--- src/rtl/ultrasonic_scan_scheduler.sv ---
// Round-robin scheduler sharing one echo-timing engine across several HC-SR04-style sensors.
// Each shot: trigger pulse, echo capture with timeout, cm conversion by counting, then a fixed-period gap.
module ultrasonic_scan_scheduler #(
  parameter int unsigned N_SENSORS      = 4,
  parameter int unsigned TRIG_CYCLES    = 500,
  parameter int unsigned CYCLES_PER_CM  = 2915,
  parameter int unsigned TIMEOUT_CYCLES = 1500000,
  parameter int unsigned PERIOD_CYCLES  = 3000000,
  localparam int unsigned ID_W = (N_SENSORS > 1) ? $clog2(N_SENSORS) : 1
) (
  input  logic                 clk,
  input  logic                 rst,
  input  logic                 enable,
  input  logic [N_SENSORS-1:0] sensor_mask,
  input  logic [N_SENSORS-1:0] echo,
  output logic [N_SENSORS-1:0] trigger,
  output logic                 meas_valid,
  output logic [ID_W-1:0]      meas_id,
  output logic [15:0]          meas_cm,
  output logic                 meas_timeout,
  output logic                 busy
);

  localparam int unsigned CNT_W = 32;
  localparam logic [CNT_W-1:0] TRIG_LAST = CNT_W'(TRIG_CYCLES - 1);
  localparam logic [CNT_W-1:0] CM_LAST   = CNT_W'(CYCLES_PER_CM - 1);
  localparam logic [CNT_W-1:0] TMO_LIMIT = CNT_W'(TIMEOUT_CYCLES);
  // GAP leaves one cycle for SELECT so trigger rises land exactly PERIOD_CYCLES apart
  localparam logic [CNT_W-1:0] GAP_LAST  = CNT_W'(PERIOD_CYCLES - 2);
  localparam logic [ID_W-1:0]  ID_INIT   = ID_W'(N_SENSORS - 1);
  localparam logic [N_SENSORS-1:0] ONE_HOT0 = N_SENSORS'(1);
  localparam logic [15:0] CM_SAT = 16'hFFFF;

  typedef enum logic [2:0] {
    IDLE, SELECT, TRIG, WAIT_HIGH, MEASURE, REPORT, GAP
  } state_t;

  state_t               state;
  logic [ID_W-1:0]      cur;
  logic [ID_W-1:0]      last_id;
  logic [CNT_W-1:0]     trig_cnt;
  logic [CNT_W-1:0]     period_cnt;
  logic [CNT_W-1:0]     tmo_cnt;
  logic [CNT_W-1:0]     sub_cnt;
  logic [15:0]          cm;
  logic [N_SENSORS-1:0] echo_s1;
  logic [N_SENSORS-1:0] echo_s2;
  logic                 sel_echo;
  logic [ID_W-1:0]      pick;
  logic [ID_W-1:0]      pick_hi;
  logic [ID_W-1:0]      pick_lo;
  logic                 hi_found;

  // Two-flop synchronizer on every raw echo pin
  always_ff @(posedge clk or negedge rst) begin
    if (!rst) begin
      echo_s1 <= '0;
      echo_s2 <= '0;
    end else begin
      echo_s1 <= echo;
      echo_s2 <= echo_s1;
    end
  end

  assign sel_echo = echo_s2[cur];

  // Next sensor: lowest set mask bit above last_id, else lowest set bit overall
  always_comb begin
    pick_hi  = '0;
    pick_lo  = '0;
    hi_found = 1'b0;
    for (int i = N_SENSORS - 1; i >= 0; i--) begin
      if (sensor_mask[ID_W'(i)]) begin
        pick_lo = ID_W'(i);
        if (ID_W'(i) > last_id) begin
          pick_hi  = ID_W'(i);
          hi_found = 1'b1;
        end
      end
    end
    pick = hi_found ? pick_hi : pick_lo;
  end

  always_ff @(posedge clk or negedge rst) begin
    if (!rst) begin
      state        <= IDLE;
      cur          <= '0;
      last_id      <= ID_INIT;
      trigger      <= '0;
      trig_cnt     <= '0;
      period_cnt   <= '0;
      tmo_cnt      <= '0;
      sub_cnt      <= '0;
      cm           <= '0;
      meas_valid   <= 1'b0;
      meas_id      <= '0;
      meas_cm      <= '0;
      meas_timeout <= 1'b0;
      busy         <= 1'b0;
    end else begin
      meas_valid <= 1'b0;
      // Free-running since the last trigger rise; saturates instead of wrapping
      if (period_cnt != '1) period_cnt <= period_cnt + CNT_W'(1);

      unique case (state)
        IDLE: begin
          if (enable && (|sensor_mask)) begin
            state <= SELECT;
            busy  <= 1'b1;
          end
        end

        SELECT: begin
          if (!(|sensor_mask)) begin
            state <= IDLE;
            busy  <= 1'b0;
          end else begin
            cur        <= pick;
            last_id    <= pick;
            trigger    <= ONE_HOT0 << pick;
            trig_cnt   <= '0;
            period_cnt <= '0;
            state      <= TRIG;
          end
        end

        TRIG: begin
          if (trig_cnt == TRIG_LAST) begin
            trigger <= '0;
            tmo_cnt <= CNT_W'(1);
            state   <= WAIT_HIGH;
          end else begin
            trig_cnt <= trig_cnt + CNT_W'(1);
          end
        end

        WAIT_HIGH, MEASURE: begin
          tmo_cnt <= tmo_cnt + CNT_W'(1);
          if (tmo_cnt >= TMO_LIMIT) begin
            state        <= REPORT;
            meas_valid   <= 1'b1;
            meas_id      <= cur;
            meas_cm      <= CM_SAT;
            meas_timeout <= 1'b1;
          end else if (state == WAIT_HIGH) begin
            // The first high cycle already counts toward the distance
            if (sel_echo) begin
              state   <= MEASURE;
              sub_cnt <= (CM_LAST == '0) ? '0 : CNT_W'(1);
              cm      <= (CM_LAST == '0) ? 16'd1 : 16'd0;
            end
          end else if (!sel_echo) begin
            state        <= REPORT;
            meas_valid   <= 1'b1;
            meas_id      <= cur;
            meas_cm      <= cm;
            meas_timeout <= 1'b0;
          end else if (sub_cnt == CM_LAST) begin
            sub_cnt <= '0;
            if (cm != CM_SAT) cm <= cm + 16'd1;
          end else begin
            sub_cnt <= sub_cnt + CNT_W'(1);
          end
        end

        REPORT: begin
          state <= GAP;
        end

        GAP: begin
          if (period_cnt >= GAP_LAST) begin
            if (enable) begin
              state <= SELECT;
            end else begin
              state <= IDLE;
              busy  <= 1'b0;
            end
          end
        end

        default: begin
          state <= IDLE;
          busy  <= 1'b0;
        end
      endcase
    end
  end

endmodule
--- config.mk ---
export PLATFORM = sky130hd
export DESIGN_NAME = ultrasonic_scan_scheduler
export DESIGN_NICKNAME = d
export VERILOG_FILES = /design/src/rtl/ultrasonic_scan_scheduler.sv
export SDC_FILE = /design/constraint.sdc
export NUM_CORES = 1
export LEC_CHECK = 0
export BUFFER_PORTS_ARGS = -buffer_cell sky130_fd_sc_hd__buf_2
export CORE_MARGIN = 5
export CORE_UTILIZATION = 67
export CTS_CLUSTER_SIZE = 10
export DETAILED_ROUTE_END_ITERATION = 8
export PLACE_DENSITY = 0.85
export RECOVER_POWER = 50
export SYNTH_ARGS = -nofsm -noshare
export SYNTH_HDL_FRONTEND = slang
export SYNTH_SLANG_ARGS = --single-unit
--- constraint.sdc ---
create_clock -name clk -period 4.8 [get_ports clk]
set_input_delay 0.48 -clock clk [delete_from_list [all_inputs] [get_ports clk]]
set_output_delay 0.48 -clock clk [all_outputs]
set_load 0.03 [all_outputs]
==> results.yml <==
sta:
  clock.fmax_ghz: 0.284
  period_needed_ps: 3520
  report.final.slew_viol_count: 145
  period_share: 0.733
  setup_slack_ps: 1280
  setup_viol: 0
  worst_slew_pin_slew_ps: 2730
  max-slew-margin-rel: -0.818
  fin_tns_setup_ps: 0
  whs_ps: 159
  hold_viol: 0
  fin_skew_ps: 9.11
  grt_setup_unrepaired: "false"
worst_setup_path:
  start_kind: "flop"
  slowest_stage: "nor2_1"
  crit_required_ps: 5140
  r2r_setup_slack_ps: 1280
  cp_max_fo: 25
  endpoint_kind: "flop"
  arrival_ps: 3850
  rr_worst_depth: 6
  crit_path_max_incr_delay_ps: 790
  path_common_cell: "nor2_1"
  crit_type: "flop to flop"
  worstPathCellList: "and3b_1 -> nor2_1 -> a2111o_1 -> nor2_1 -> nand4_1 -> o21ai_0"
pwr:
  total_power_mw: 2.89
  leakage_nw: 4.30
  cellPowerDensity_mw_per_mm2: 289
  vdd_drop_max_mv: 0.293
grt:
  grt_pass1_vias: 7604
  gr-usage-all-layers: 0.267
  grt_max_degree: 113
  grt_first_pass_wirelength_um: 36100
  antenna_found_initial: 0
  overflow: 0
place:
  dp_cells: 1196
  place_hpwl_um: 13000
  placed_cell_area_mm2: 0.00940
  gp_congestion: 0.843
  io_buffers: 29
  place_ws_ps: 1360
clocking:
  post_cts_buffers: 0
  cts-root-buf: "clkbuf_16"
  tritoncts: "built"
  cts-hold-fix-buffers: 0
  htree_levels: 4
  cts_buffers: 17
  cts-resized-gates: 0
  clock_latency_ps: 430
  path_clk_slew_ps: 60
  numClockSinks: 173
  clockBufferDepth: 2
route:
  dr.pass1.iters: 8
  vias: 7898
  routed_wl_um: 20700
  drc_errors: 0
  avgViaCountPerCell: 6.43
  wl_per_cell_um: 16.8
  ant_nets: 0
  drt_iter0_drc: 840
synth:
  synth.distinct_cells: 67
  ys_ff_latch: 173
  synth.top_cell.area_share: 0.471
  yosysSeqAreaShare: 0.471
  synth-main-ff-cell: "dfrtp_1"
  synthTopCellsByArea: "dfrtp_1 47%, o21ai_0 4.3%, nor2_1 4.1%, a21oi_1 3.9%, nand2_1 3.4%"
  synthCells: 1030
  synthTopCellsByCount: "173 x dfrtp_1, 100 x nor2_1, 83 x nand2_1"
  async_reset_ff_frac: 1.00
  syn_area_mm2: 0.00918
  yosysWarnings: 0
  synth_edf_count: 0
  synthMostInstantiatedCell: "dfrtp_1"
  yosys.area.top_type: "dfrtp_1"
  postSynthAreaPerCell_um2: 8.92
layout:
  n_antenna_cell: 0
  drive_above_1_share: 0.0770
  syn2layout_area_growth_pct: 8.73
  seqCellArea_mm2: 0.00433
  n_fill_cell: 950
  final_util: 0.748
  final_cell_area_mm2: 0.00998
  fin_cells: 1228
  fin_nets: 1058
  multi_input_area_mm2: 0.00446
floorplanning:
  die_width_um: 127
  io_pins: 36
  initial_utilization: 0.688
  dieArea_mm2: 0.0161
  chipHeight_um: 127
  core_mm2: 0.0133
  num_rows: 42
outcome:
  status: "finished with violations"
  violations: "capacitance limit, slew limit"
hold_path:
  whs_path_depth: 1
  hold_path_class: "primary input to flop"
flow_run:
  maxCapViolations: 2
[worst paths after layout]
path                       startpoint        endpoint
setup / recovery             state[1]      sub_cnt[9]
hold reg to reg            echo_s1[1]      echo_s2[1]
setup reg to reg             state[1]      sub_cnt[9]
max in group asynchronous         rst     sub_cnt[14]
hold / removal                echo[0]      echo_s1[0]
min in group asynchronous         rst  period_cnt[25]
[registers in the layout, indices dropped and copies added, names as in the netlist]
name,flops
sub_cnt,32
state,3
meas_id,1
meas_timeout,1
period_cnt,32
cur,1
cm,16
busy,1
trigger,1
meas_cm,16
echo_s1,2
meas_valid,1
trig_cnt,32
tmo_cnt,32
echo_s2,2
[logic make-up (layout without fill, tap and decap cells)]
group                    Yosys count  after routing  share of synthesized area
flip-flops                       173            173                      0.471
AND/OR/NAND/NOR                  446            446                      0.253
buffers and inverters             96            115                     0.0446
XOR/XNOR                          60             60                     0.0572
other                              1              4                   0.000408
multiplexers                       7              7                    0.00804
AO/OA/AOI/OAI                    239            239                      0.155
adder cells (fa/ha/maj)            8              8                     0.0109
[final cells by class]
| class | instances | share of cell area |
|---|---|---|
| clock buffer | 23 | 0.0489 |
| tap | 176 | 0.0221 |
| sequential | 173 | 0.434 |
| timing repair buffer | 39 | 0.0209 |
| inverter | 44 | 0.0165 |
| multi-input combinational | 764 | 0.447 |
| clock inverter | 9 | 0.0110 |
[power breakdown]
part           internal [mW]  switching [mW]  total (mW)
clock network          0.822           0.568        1.39
registers               1.46        0.000740        1.46
logic                0.00453          0.0352      0.0397
total                   2.29           0.604        2.89
[worst max-delay path: cells and delay by family (launching register included)]
kind,cells,cell delay (ps)
compound gates,2,930
simple gates,4,1870
flops,1,630
[placed cells by master, fill, tap and decap left out, types with 5 or more instances in the layout]
cell / n
dfrtp_1: 173
nor3_1: 46
ha_1: 8
a31oi_1: 14
buf_4: 9
and3_1: 17
or3_1: 21
nor2_1: 100
a211oi_1: 5
o21ai_1: 7
a21oi_1: 72
clkbuf_16: 17
and4_1: 8
and2_1: 10
clkbuf_1: 9
o21ai_0: 79
nand2_1: 83
nor4_1: 31
o31ai_1: 28
nand4_1: 45
inv_1: 44
a21o_1: 5
xor2_1: 27
or4_1: 9
nand3_1: 48
xnor2_1: 33
buf_2: 22
[routing by layer]
metal | vias to the layer above | wire [um] | GRT usage | share of wire
li1 | 3769 | - | - | -
met1 | 3824 | 9350 | 0.382 | 0.45
met2 | 272 | 9930 | 0.419 | 0.48
met3 | 33 | 1090 | 0.0538 | 0.053
met4 | 0 | 297 | 0.0782 | 0.014
met5 | - | 0 | 0 | 0
Power figures use the tool's default switching activity.
